==> config.mk <==
export PLATFORM = sky130hd
export DESIGN_NAME = parking_ticket_uart
export DESIGN_NICKNAME = d
export VERILOG_FILES = /design/src/rtl/parking_pkg.sv /design/src/rtl/uart_tx_byte.sv /design/src/rtl/parking_ticket_uart.sv
export SDC_FILE = /design/constraint.sdc
export NUM_CORES = 1
export LEC_CHECK = 0
export CAP_MARGIN = 40
export CELL_PAD_IN_SITES_DETAIL_PLACEMENT = 0
export CELL_PAD_IN_SITES_GLOBAL_PLACEMENT = 2
export CORE_MARGIN = 3
export CORE_UTILIZATION = 38
export CTS_CLUSTER_DIAMETER = 60
export DETAILED_ROUTE_END_ITERATION = 12
export GPL_TIMING_DRIVEN = 0
export MAX_ROUTING_LAYER = met4
export PLACE_DENSITY = 0.81
export REMOVE_ABC_BUFFERS = 1
export SLEW_MARGIN = 20
export SYNTH_ARGS = -nofsm -noshare
export SYNTH_HDL_FRONTEND = slang
export SYNTH_SLANG_ARGS = --single-unit
export TNS_END_PERCENT = 1
==> constraint.sdc <==
create_clock -name clk -period 2.73 [get_ports clk]
set_input_delay 0.546 -clock clk [delete_from_list [all_inputs] [get_ports clk]]
set_output_delay 0.546 -clock clk [all_outputs]
set_load 0.01 [all_outputs]
==> src/rtl/parking_pkg.sv <==
// Shared constants, byte-FSM state type and message helpers for the parking ticket UART.
package parking_pkg;

  localparam int MSG_LEN = 12;

  localparam logic [7:0] ASCII_T  = 8'h54;
  localparam logic [7:0] ASCII_K  = 8'h4B;
  localparam logic [7:0] ASCII_S  = 8'h53;
  localparam logic [7:0] ASCII_F  = 8'h46;
  localparam logic [7:0] ASCII_SP = 8'h20;
  localparam logic [7:0] ASCII_CR = 8'h0D;
  localparam logic [7:0] ASCII_LF = 8'h0A;

  typedef enum logic [1:0] {IDLE, START, DATA, STOP} byte_state_t;

  // Upper-case hex digit: 0-9 -> '0'-'9', A-F -> 'A'-'F'.
  function automatic logic [7:0] hex_ascii(input logic [3:0] nib);
    if (nib < 4'd10) return 8'h30 + {4'h0, nib};
    else             return 8'h37 + {4'h0, nib};
  endfunction

  // Byte at position idx of "TKT S<slot> F<fee_hi><fee_lo>\r\n".
  function automatic logic [7:0] msg_byte(input logic [3:0] idx,
                                          input logic [3:0] slot,
                                          input logic [7:0] fee_code);
    logic [7:0] b;
    b = ASCII_SP;
    case (idx)
      4'd0:    b = ASCII_T;
      4'd1:    b = ASCII_K;
      4'd2:    b = ASCII_T;
      4'd3:    b = ASCII_SP;
      4'd4:    b = ASCII_S;
      4'd5:    b = hex_ascii(slot);
      4'd6:    b = ASCII_SP;
      4'd7:    b = ASCII_F;
      4'd8:    b = hex_ascii(fee_code[7:4]);
      4'd9:    b = hex_ascii(fee_code[3:0]);
      4'd10:   b = ASCII_CR;
      4'd11:   b = ASCII_LF;
      default: b = ASCII_SP;
    endcase
    return b;
  endfunction

endpackage

==> src/rtl/uart_tx_byte.sv <==
// 8N1 byte serialiser; a byte offered in the last stop cycle starts with no idle gap.
module uart_tx_byte
  import parking_pkg::*;
#(
  parameter int CLKS_PER_BIT = 434
) (
  input  logic       clk,
  input  logic       reset,
  input  logic       byte_valid,
  input  logic [7:0] byte_data,
  output logic       ready,
  output logic       tx,
  output logic       stop_done
);

  localparam logic [15:0] LAST_TICK = 16'(CLKS_PER_BIT - 1);

  byte_state_t state, state_n;
  logic [15:0] cnt, cnt_n;
  logic [2:0]  bit_idx, bit_idx_n;
  logic [7:0]  shift, shift_n;
  logic        tx_q, tx_n;
  logic        last_tick;

  always_ff @(posedge clk or posedge reset) begin
    if (reset) begin
      state   <= IDLE;
      cnt     <= '0;
      bit_idx <= '0;
      shift   <= '0;
      tx_q    <= 1'b1;
    end else begin
      state   <= state_n;
      cnt     <= cnt_n;
      bit_idx <= bit_idx_n;
      shift   <= shift_n;
      tx_q    <= tx_n;
    end
  end

  always_comb begin
    state_n   = state;
    cnt_n     = cnt + 16'd1;
    bit_idx_n = bit_idx;
    shift_n   = shift;
    tx_n      = tx_q;
    ready     = 1'b0;
    stop_done = 1'b0;
    last_tick = (cnt == LAST_TICK);
    case (state)
      IDLE: begin
        ready = 1'b1;
        cnt_n = '0;
        if (byte_valid) begin
          state_n = START;
          shift_n = byte_data;
          tx_n    = 1'b0;
        end
      end
      START: begin
        if (last_tick) begin
          state_n   = DATA;
          cnt_n     = '0;
          bit_idx_n = '0;
          tx_n      = shift[0];
        end
      end
      DATA: begin
        if (last_tick) begin
          cnt_n   = '0;
          shift_n = {1'b0, shift[7:1]};
          if (bit_idx == 3'd7) begin
            state_n = STOP;
            tx_n    = 1'b1;
          end else begin
            bit_idx_n = bit_idx + 3'd1;
            tx_n      = shift[1];
          end
        end
      end
      STOP: begin
        if (last_tick) begin
          ready     = 1'b1;
          stop_done = 1'b1;
          cnt_n     = '0;
          // Chain straight into the next start bit when the sequencer has a byte ready.
          if (byte_valid) begin
            state_n = START;
            shift_n = byte_data;
            tx_n    = 1'b0;
          end else begin
            state_n = IDLE;
          end
        end
      end
      default: state_n = IDLE;
    endcase
  end

  assign tx = tx_q;

endmodule

==> src/rtl/parking_ticket_uart.sv <==
// Sends "TKT S<slot> F<fee>\r\n" over UART on each ticket_req rising edge.
// Define TKT_PENDING_EN to buffer one request that arrives while a message is in flight.
module parking_ticket_uart
  import parking_pkg::*;
#(
  parameter int CLKS_PER_BIT = 434
) (
  input  logic       clk,
  input  logic       reset,
  input  logic       ticket_req,
  input  logic [3:0] slot_id,
  input  logic [7:0] fee,
  output logic       tx,
  output logic       busy,
  output logic       done
);

  localparam logic [3:0] LAST_IDX = 4'(MSG_LEN - 1);

  logic       req_q, busy_q, done_q;
  logic [3:0] byte_idx, slot_q;
  logic [7:0] fee_q;
  logic       tx_ready, stop_done, byte_valid;
  logic [7:0] byte_data;
  logic       rise, accept_new, launch_pend, start_msg, advance, last_end;
  logic [3:0] start_slot;
  logic [7:0] start_fee;
  logic       pend_valid;
  logic [3:0] pend_slot;
  logic [7:0] pend_fee;

  assign rise        = ticket_req & ~req_q;
  assign launch_pend = ~busy_q & pend_valid & tx_ready;
  // The done cycle still counts as busy, so a fresh edge there is never started directly.
  assign accept_new  = ~busy_q & ~done_q & ~pend_valid & rise & tx_ready;
  assign start_msg   = launch_pend | accept_new;
  assign start_slot  = launch_pend ? pend_slot : slot_id;
  assign start_fee   = launch_pend ? pend_fee  : fee;
  assign advance     = busy_q & stop_done & (byte_idx != LAST_IDX);
  assign last_end    = busy_q & stop_done & (byte_idx == LAST_IDX);
  assign byte_valid  = start_msg | advance;
  assign byte_data   = start_msg ? msg_byte(4'd0, start_slot, start_fee)
                                 : msg_byte(byte_idx + 4'd1, slot_q, fee_q);

`ifdef TKT_PENDING_EN
  always_ff @(posedge clk or posedge reset) begin
    if (reset) begin
      pend_valid <= 1'b0;
      pend_slot  <= '0;
      pend_fee   <= '0;
    end else if (launch_pend) begin
      pend_valid <= 1'b0;
    end else if (rise && (busy_q || done_q) && !pend_valid) begin
      pend_valid <= 1'b1;
      pend_slot  <= slot_id;
      pend_fee   <= fee;
    end
  end
`else
  assign pend_valid = 1'b0;
  assign pend_slot  = '0;
  assign pend_fee   = '0;
`endif

  always_ff @(posedge clk or posedge reset) begin
    if (reset) begin
      req_q    <= 1'b0;
      busy_q   <= 1'b0;
      done_q   <= 1'b0;
      byte_idx <= '0;
      slot_q   <= '0;
      fee_q    <= '0;
    end else begin
      req_q  <= ticket_req;
      done_q <= last_end;
      if (start_msg) begin
        busy_q   <= 1'b1;
        byte_idx <= '0;
        slot_q   <= start_slot;
        fee_q    <= start_fee;
      end else if (last_end) begin
        busy_q   <= 1'b0;
        byte_idx <= '0;
      end else if (advance) begin
        byte_idx <= byte_idx + 4'd1;
      end
    end
  end

  uart_tx_byte #(
    .CLKS_PER_BIT(CLKS_PER_BIT)
  ) u_tx (
    .clk       (clk),
    .reset     (reset),
    .byte_valid(byte_valid),
    .byte_data (byte_data),
    .ready     (tx_ready),
    .tx        (tx),
    .stop_done (stop_done)
  );

  assign busy = busy_q;
  assign done = done_q;

endmodule

==> results of run 1 <==
==> cells in the mapped netlist (all sizes together), types with 2 or more instances <==
library cell / count
nor3: 5
dfrtp: 47
nand2b: 5
nand2: 39
o211ai: 3
mux2: 8
or3: 2
inv: 19
a221oi: 3
nor4: 5
nor2: 37
a211o: 2
a2111oi: 2
o2bb2ai: 4
nand4: 4
a21oi: 28
a211oi: 7
mux2i: 3
o31ai: 2
a31oi: 3
and2: 3
a22oi: 3
and3: 6
nor2b: 5
ha: 16
a22o: 2
or4bb: 3
o32ai: 2
and3b: 2
nor3b: 2
o21ai: 32
or4b: 3
nand3: 10
clkbuf: 10
a221o: 2
xnor2: 6
a21boi: 3
buf: 8
or2: 3
xor2: 12
==> final timing paths <==
check	end	startpoint	cells after the start
max in group asynchronous	u_tx.tx	reset	3
max reg2reg	fee_q[2]	u_tx.state[0]	7
min	u_tx.cnt[0]	u_tx.cnt[0]	1
max	fee_q[2]	u_tx.state[0]	7
min in group asynchronous	u_tx.cnt[0]	reset	2
min reg2reg	u_tx.cnt[0]	u_tx.cnt[0]	1
==> cell type report <==
type	instances	share of cell area [%]
Timing Repair Buffer	21	5.97
Tap cell	105	3.56
Clock buffer	5	1.87
Multi-Input combinational cell	294	53.3
Sequential cell	48	32.7
Inverter	20	2.04
Clock inverter	3	0.645
==> cell usage in the layout (no fill, tap or decap), types with 6 or more instances in the layout <==
cell | Yosys | routed
ha_1 | 16 | 14
nand2_1 | 39 | 39
dfrtp_1 | 47 | 45
o21ai_0 | 31 | 31
nor2_1 | 37 | 36
a211oi_1 | 7 | 7
xor2_1 | 12 | 12
mux2_2 | 7 | 7
and3_1 | 6 | 6
nand3_1 | 9 | 9
xnor2_1 | 6 | 6
clkdlybuf4s50_1 | 0 | 17
a21oi_1 | 28 | 28
inv_1 | 19 | 18
==> cells by family (layout without fill, tap and decap cells) <==
logic type / after synthesis / after routing / share of synthesized area (%)
xor+xnor: 18 / 18 / 4.77
fa+ha+maj: 16 / 16 / 6.05
flops: 48 / 48 / 36.3
buf+inv: 38 / 49 / 4.92
mux: 11 / 11 / 3.63
simple gates: 139 / 139 / 22.4
compound gates: 110 / 110 / 21.9
==> sequential cells by signal (all words and copies together), names as in the netlist, 2 cells and up <==
name          flops
u_tx.cnt         16
fee_q             8
u_tx.shift        7
byte_idx          4
slot_q            4
u_tx.bit_idx      3
u_tx.state        2
==> layer usage <==
| metal | up-vias | share of wire, % | wire, um |
|---|---|---|---|
| li1 | 1399 | - | - |
| met1 | 1309 | 53 | 4130 |
| met2 | 43 | 44 | 3400 |
| met3 | 4 | 2.9 | 228 |
| met4 | 0 | 0.68 | 53 |
| met5 | - | 0 | 0 |
==> where the power goes <==
group / internal [mW] / switching (mW) / leakage (nW)
sequential: 0.711 / 0.000325 / 0.582
clock: 0.182 / 0.260 / 0.0404
combinational: 0.0212 / 0.0177 / 0.983
total: 0.914 / 0.278 / 1.60
==> worst max-delay path, delay by kind of cell, from the launching register on <==
family,cells,cell delay [ns]
multiplexers,1,0.34
buffers and inverters,2,0.27
adder cells (fa/ha/maj),1,0.36
AO/OA/AOI/OAI,1,0.21
flip-flops,1,0.43
AND/OR/NAND/NOR,2,0.83
==> timing repair <==
item	in CTS	in global routing
pin swaps	1	0
resized for setup	3	5
setup endpoints to repair	10	13
setup buffers	2	0
==> run_results.csv, run 1 <==
group,metric,value,unit
global_route,first_global_vias,2661,
global_route,antenna_found_initial,0,
placed_design,dp_cells,486,
cells_and_area,fin_cells,496,
drt,wirelength,7.81,mm
global_route,use_met2,25.1,%
global_route,grt_use_total,17.4,%
worst_setup_path,required,2.92,ns
synthesis,syn_avg_cell_area,8.71,sq um
global_route,grtUsageMet3,2.52,%
synthesis,synth_top_area_share,35.6,%
pwr,ir_drop,0.170,mV
placed_design,place_hpwl,5.68,mm
die,start_util,39.7,%
worst_setup_path,crit_path_start_kind,"flip-flop",
die,die_h,99.3,um
synthesis,yosysUniqueCellTypes,68,
worst_setup_path,worst-path-max-fanout,19,
placed_design,place_ws,-0.203,ns
global_route,grt_max_degree,29,
clocking,cts_buffers,5,
global_route,grt-ovfl-total,0,
clocking,cts_buffer_depth,2,
cells_and_area,multi_input_area,1960,sq um
cells_and_area,fin_area,3690,sq um
sta,setup_viol,0,
synthesis,ys.flop_type,"dfrtp_1",
drt,dr_total_vias,2755,
cells_and_area,finish.utilization,44.2,%
drt,drt_iter0_drc,135,
worst_setup_path,crit_arrival,2.75,ns
sta,totalNegativeSetupSlack,0,ns
cells_and_area,ff_latch_area,1200,sq um
sta,post-route-min-period,2.56,ns
sta,fin_hold_ws,0.493,ns
sta,hold_viol_final,0,
pwr,power.total,1.19,mW
cells_and_area,n_antenna_cell,0,
pwr,power_density,323,nW/um^2
worst_setup_path,slowest_delay,0.67,ns
sta,period_share,93.6,%
cells_and_area,area_delta_synth_final,11.5,%
worst_hold_path,hold_class,"reg2reg",
drt,via_per_inst,5.55,
placed_design,io_buffers,17,
synthesis,yosysWarnings,0,
drt,drt_drc_violations_left,0,
clocking,cts_hold_buf,0,
die,fp.dieW,99.3,um
sta,tightest_slew,0.669,ns
job,cap_violations,0,
outcome,status,"completed",
clocking,path_clk_slew,0.10,ns
synthesis,ys_seq_area_share,36.3,%
worst_setup_path,worstPathCellList,"inv_1 -> ha_1 -> or4b_2 -> nor2_2 -> o21a_4 -> buf_8 -> mux2_2",
worst_setup_path,worstSetupPathType,"reg2reg",
cells_and_area,fillers,857,
placed_design,post_dp_cell_area,3560,sq um
sta,setup_slack,0.174,ns
worst_setup_path,r2r_slack,0.17,ns
clocking,insertion_delay,0.30,ns
die,num_rows,33,
pwr,p_leak,1.60,nW
cells_and_area,num-nets-final,421,
sta,finClkSkew,0.00747,ns
global_route,grt_pass1_wl,13.7,mm
synthesis,synth_edf_count,0,
global_route,use_met1,26.1,%
sta,slew_viol_final,0,
sta,rsz0062_at_grt,"yes",
synthesis,synthCells,380,
synthesis,yosysTopAreaCell,"dfrtp_1",
die,coreArea,8340,sq um
synthesis,syn_area,3310,sq um
drt,wl_per_cell,15.7,um
worst_setup_path,cp-end-kind,"flip-flop",
global_route,gr-max-usage-layer,"met1",
synthesis,ys_seq_elements,48,
sta,slew_headroom,54.2,%
drt,ant_nets,0,
clocking,tritoncts,"built",
synthesis,synthArstFlopShare,100,%
clocking,h-tree-depth,2,
placed_design,place.gp.congestion,0.822,
clocking,cts.sinks,48,
worst_setup_path,cp_slowest_cell,"or4b_2",
die,ios,18,
clocking,clockRootBuffer,"clkbuf_8",
sta,max_freq,391,MHz
die,die_area,9860,sq um
synthesis,yosys-top-cells-area,"dfrtp_1, ha_1, o21ai_0",
cells_and_area,drive_above_1_share,9.72,%
drt,first_pass_iters,4,
Power figures use the tool's default switching activity.
==> run 2, diff against run 1 <==
CAP_MARGIN = unset   (was 40)
CTS_CLUSTER_DIAMETER = unset   (was 60)
==> run 2 against run 1 <==
Against the previous run:
- setup slack gained 0.070 ns
- sequential cell count is the same
- first-iteration DRC count grew 8.9%
- clock power grew 22%
- critical path depth is the same
- sequential share of layout area shrank 0.21 points
- design area grew 0.64%
- fmax grew 2.8%
- power grew 8.2%
- critical path type unchanged
- critical endpoint is now u_tx.shift[5]
==> run_results.csv, run 2 (synthesized netlist as in run 1, its figures left out) <==
group,metric,value,unit
outcome,status,"completed",
die,die_h,99.3,um
cells_and_area,reg.largest.list,"u_tx.cnt: 16 flops, fee_q: 8 flops, u_tx.shift: 7 flops",
sta,finClkSkew,0.00668,ns
cells_and_area,finish.utilization,44.5,%
global_route,grt_use_total,17.4,%
drt,drt_drc_violations_left,0,
pwr,p_int,1.01,mW
cells_and_area,ff_latch_area,1200,sq um
pwr,combPwrFrac,3.0,%
clocking,h-tree-depth,2,
drt,drt_iter0_drc,147,
pwr,p_switching,0.282,mW
die,num_rows,33,
placed_design,io_buffers,17,
global_route,antenna_found_initial,0,
cells_and_area,regMostFlops,"u_tx.cnt",
global_route,first_global_vias,2671,
die,die_area,9860,sq um
sta,period_share,91.1,%
drt,dr_total_vias,2777,
placed_design,place.gp.congestion,0.822,
clocking,tritoncts,"built",
worst_setup_path,crit_path_start_kind,"flip-flop",
cells_and_area,fillers,868,
cells_and_area,num-nets-final,421,
cells_and_area,largest_reg_flops,16,
cells_and_area,n_antenna_cell,0,
drt,wirelength,7.89,mm
sta,post-route-min-period,2.49,ns
drt,ant_nets,0,
cells_and_area,drive_above_1_share,9.72,%
pwr,swShare,21.8,%
sta,slew_viol_final,0,
cells_and_area,area_delta_synth_final,12.2,%
cells_and_area,multi_input_area,1970,sq um
die,ios,18,
sta,setup_viol,0,
worst_setup_path,worstSetupPathType,"reg2reg",
worst_setup_path,crit_arrival,2.73,ns
cells_and_area,most-common-layout-cells,"dfrtp_1, nand2_1, nor2_1, o21ai_0, a21oi_1",
clocking,path_clk_slew,0.10,ns
drt,wl_per_cell,15.9,um
pwr,ir_drop,0.199,mV
cells_and_area,final_common_cell,"dfrtp_1",
die,start_util,39.7,%
pwr,p_leak,1.62,nW
worst_setup_path,required,2.98,ns
pwr,power_density,348,nW/um^2
drt,via_per_inst,5.60,
clocking,cts_buffers,5,
sta,slew_headroom,53.2,%
clocking,clockRootBuffer,"clkbuf_8",
global_route,grt-ovfl-total,0,
sta,tightest_slew,0.684,ns
worst_setup_path,cp-end-kind,"flip-flop",
sta,fin_hold_ws,0.493,ns
global_route,grt_pass1_wl,13.6,mm
clocking,insertion_delay,0.31,ns
placed_design,place_hpwl,5.73,mm
die,coreArea,8340,sq um
worst_setup_path,worst-path-max-fanout,15,
pwr,pwr-share-seq,55.1,%
clocking,cts_hold_buf,0,
clocking,cts_buffer_depth,2,
drt,first_pass_iters,4,
worst_hold_path,hold_class,"reg2reg",
pwr,p_clk_share,41.9,%
clocking,cts.sinks,48,
global_route,grt_max_degree,29,
sta,hold_viol_final,0,
die,fp.dieW,99.3,um
sta,max_freq,402,MHz
job,cap_violations,0,
sta,rsz0062_at_grt,"yes",
-- run 2: power groups by stage --
stage / sequential (mW) / combinational, mW / clock, mW
global route: 0.712 / 0.0438 / 0.596
finish: 0.712 / 0.0383 / 0.541
floorplan: 0.725 / 0.0115 / 0
detailed placement: 0.726 / 0.0403 / 0
CTS: 0.712 / 0.0405 / 0.563
global placement: 0.726 / 0.0359 / 0
-- run 2: final cells by class --
type	count	share of cell area (%)
flip-flops and latches	48	32.5
inverters	20	2.02
repair buffers	21	5.73
well taps	105	3.54
clock buffers	5	1.85
multi-input cells	294	53.2
clock inverters	3	1.25
-- run 2: path summary, 6_finish.rpt --
path	startpoint	end	slack, ns	cells after the start
worst max-delay path	u_tx.state[0]	u_tx.shift[5]	0.24	7
worst min-delay path	u_tx.cnt[0]	u_tx.cnt[0]	0.49	1
worst max register to register	u_tx.state[0]	u_tx.shift[5]	0.24	7
worst min register to register	u_tx.cnt[0]	u_tx.cnt[0]	0.49	1
max in group asynchronous	reset	u_tx.tx	1.57	3
min in group asynchronous	reset	u_tx.cnt[0]	0.56	2
-- run 2: per-layer routing --
metal | vias to the layer above | global-route usage, % | wire length (um)
met5 | - | - | 0
met4 | 0 | 3.78 | 61
met3 | 6 | 2.38 | 196
met2 | 34 | 26.1 | 3540
met1 | 1339 | 25.2 | 4090
li1 | 1398 | - | -
-- run 2: stage by stage --
step | total power [mW] | std cells | setup TNS, ns | cell area [sq um] | worst slack [ns]
after floorplan | 0.737 | 362 | 0 | 3220 | 0.0878
after global placement | 0.761 | 484 | -6.88 | 3520 | -0.535
after detailed placement | 0.766 | 485 | -7.59 | 3540 | -0.578
after CTS | 1.32 | 496 | 0 | 3690 | 0.0391
after global routing | 1.35 | 496 | -0.00221 | 3710 | -0.00221
final | 1.29 | 496 | 0 | 3710 | 0.244
-- run 2: worst max-delay path: stages (launching register included) --
cell and delay (ns):
dfrtp_2 0.46, inv_1 0.12, ha_1 0.54, clkinv_1 0.43, o221ai_1 0.25, a31oi_4 0.23, nor3b_1 0.25, a22o_1 0.14
-- run 2: what timing repair did --
| item | in CTS | in global routing |
|---|---|---|
| hold endpoints to repair | 0 | 0 |
| endpoints found under the setup margin | 23 | 11 |
| setup buffers | 3 | 0 |
| resized for setup | 4 | 6 |
| pin swaps | 1 | 0 |
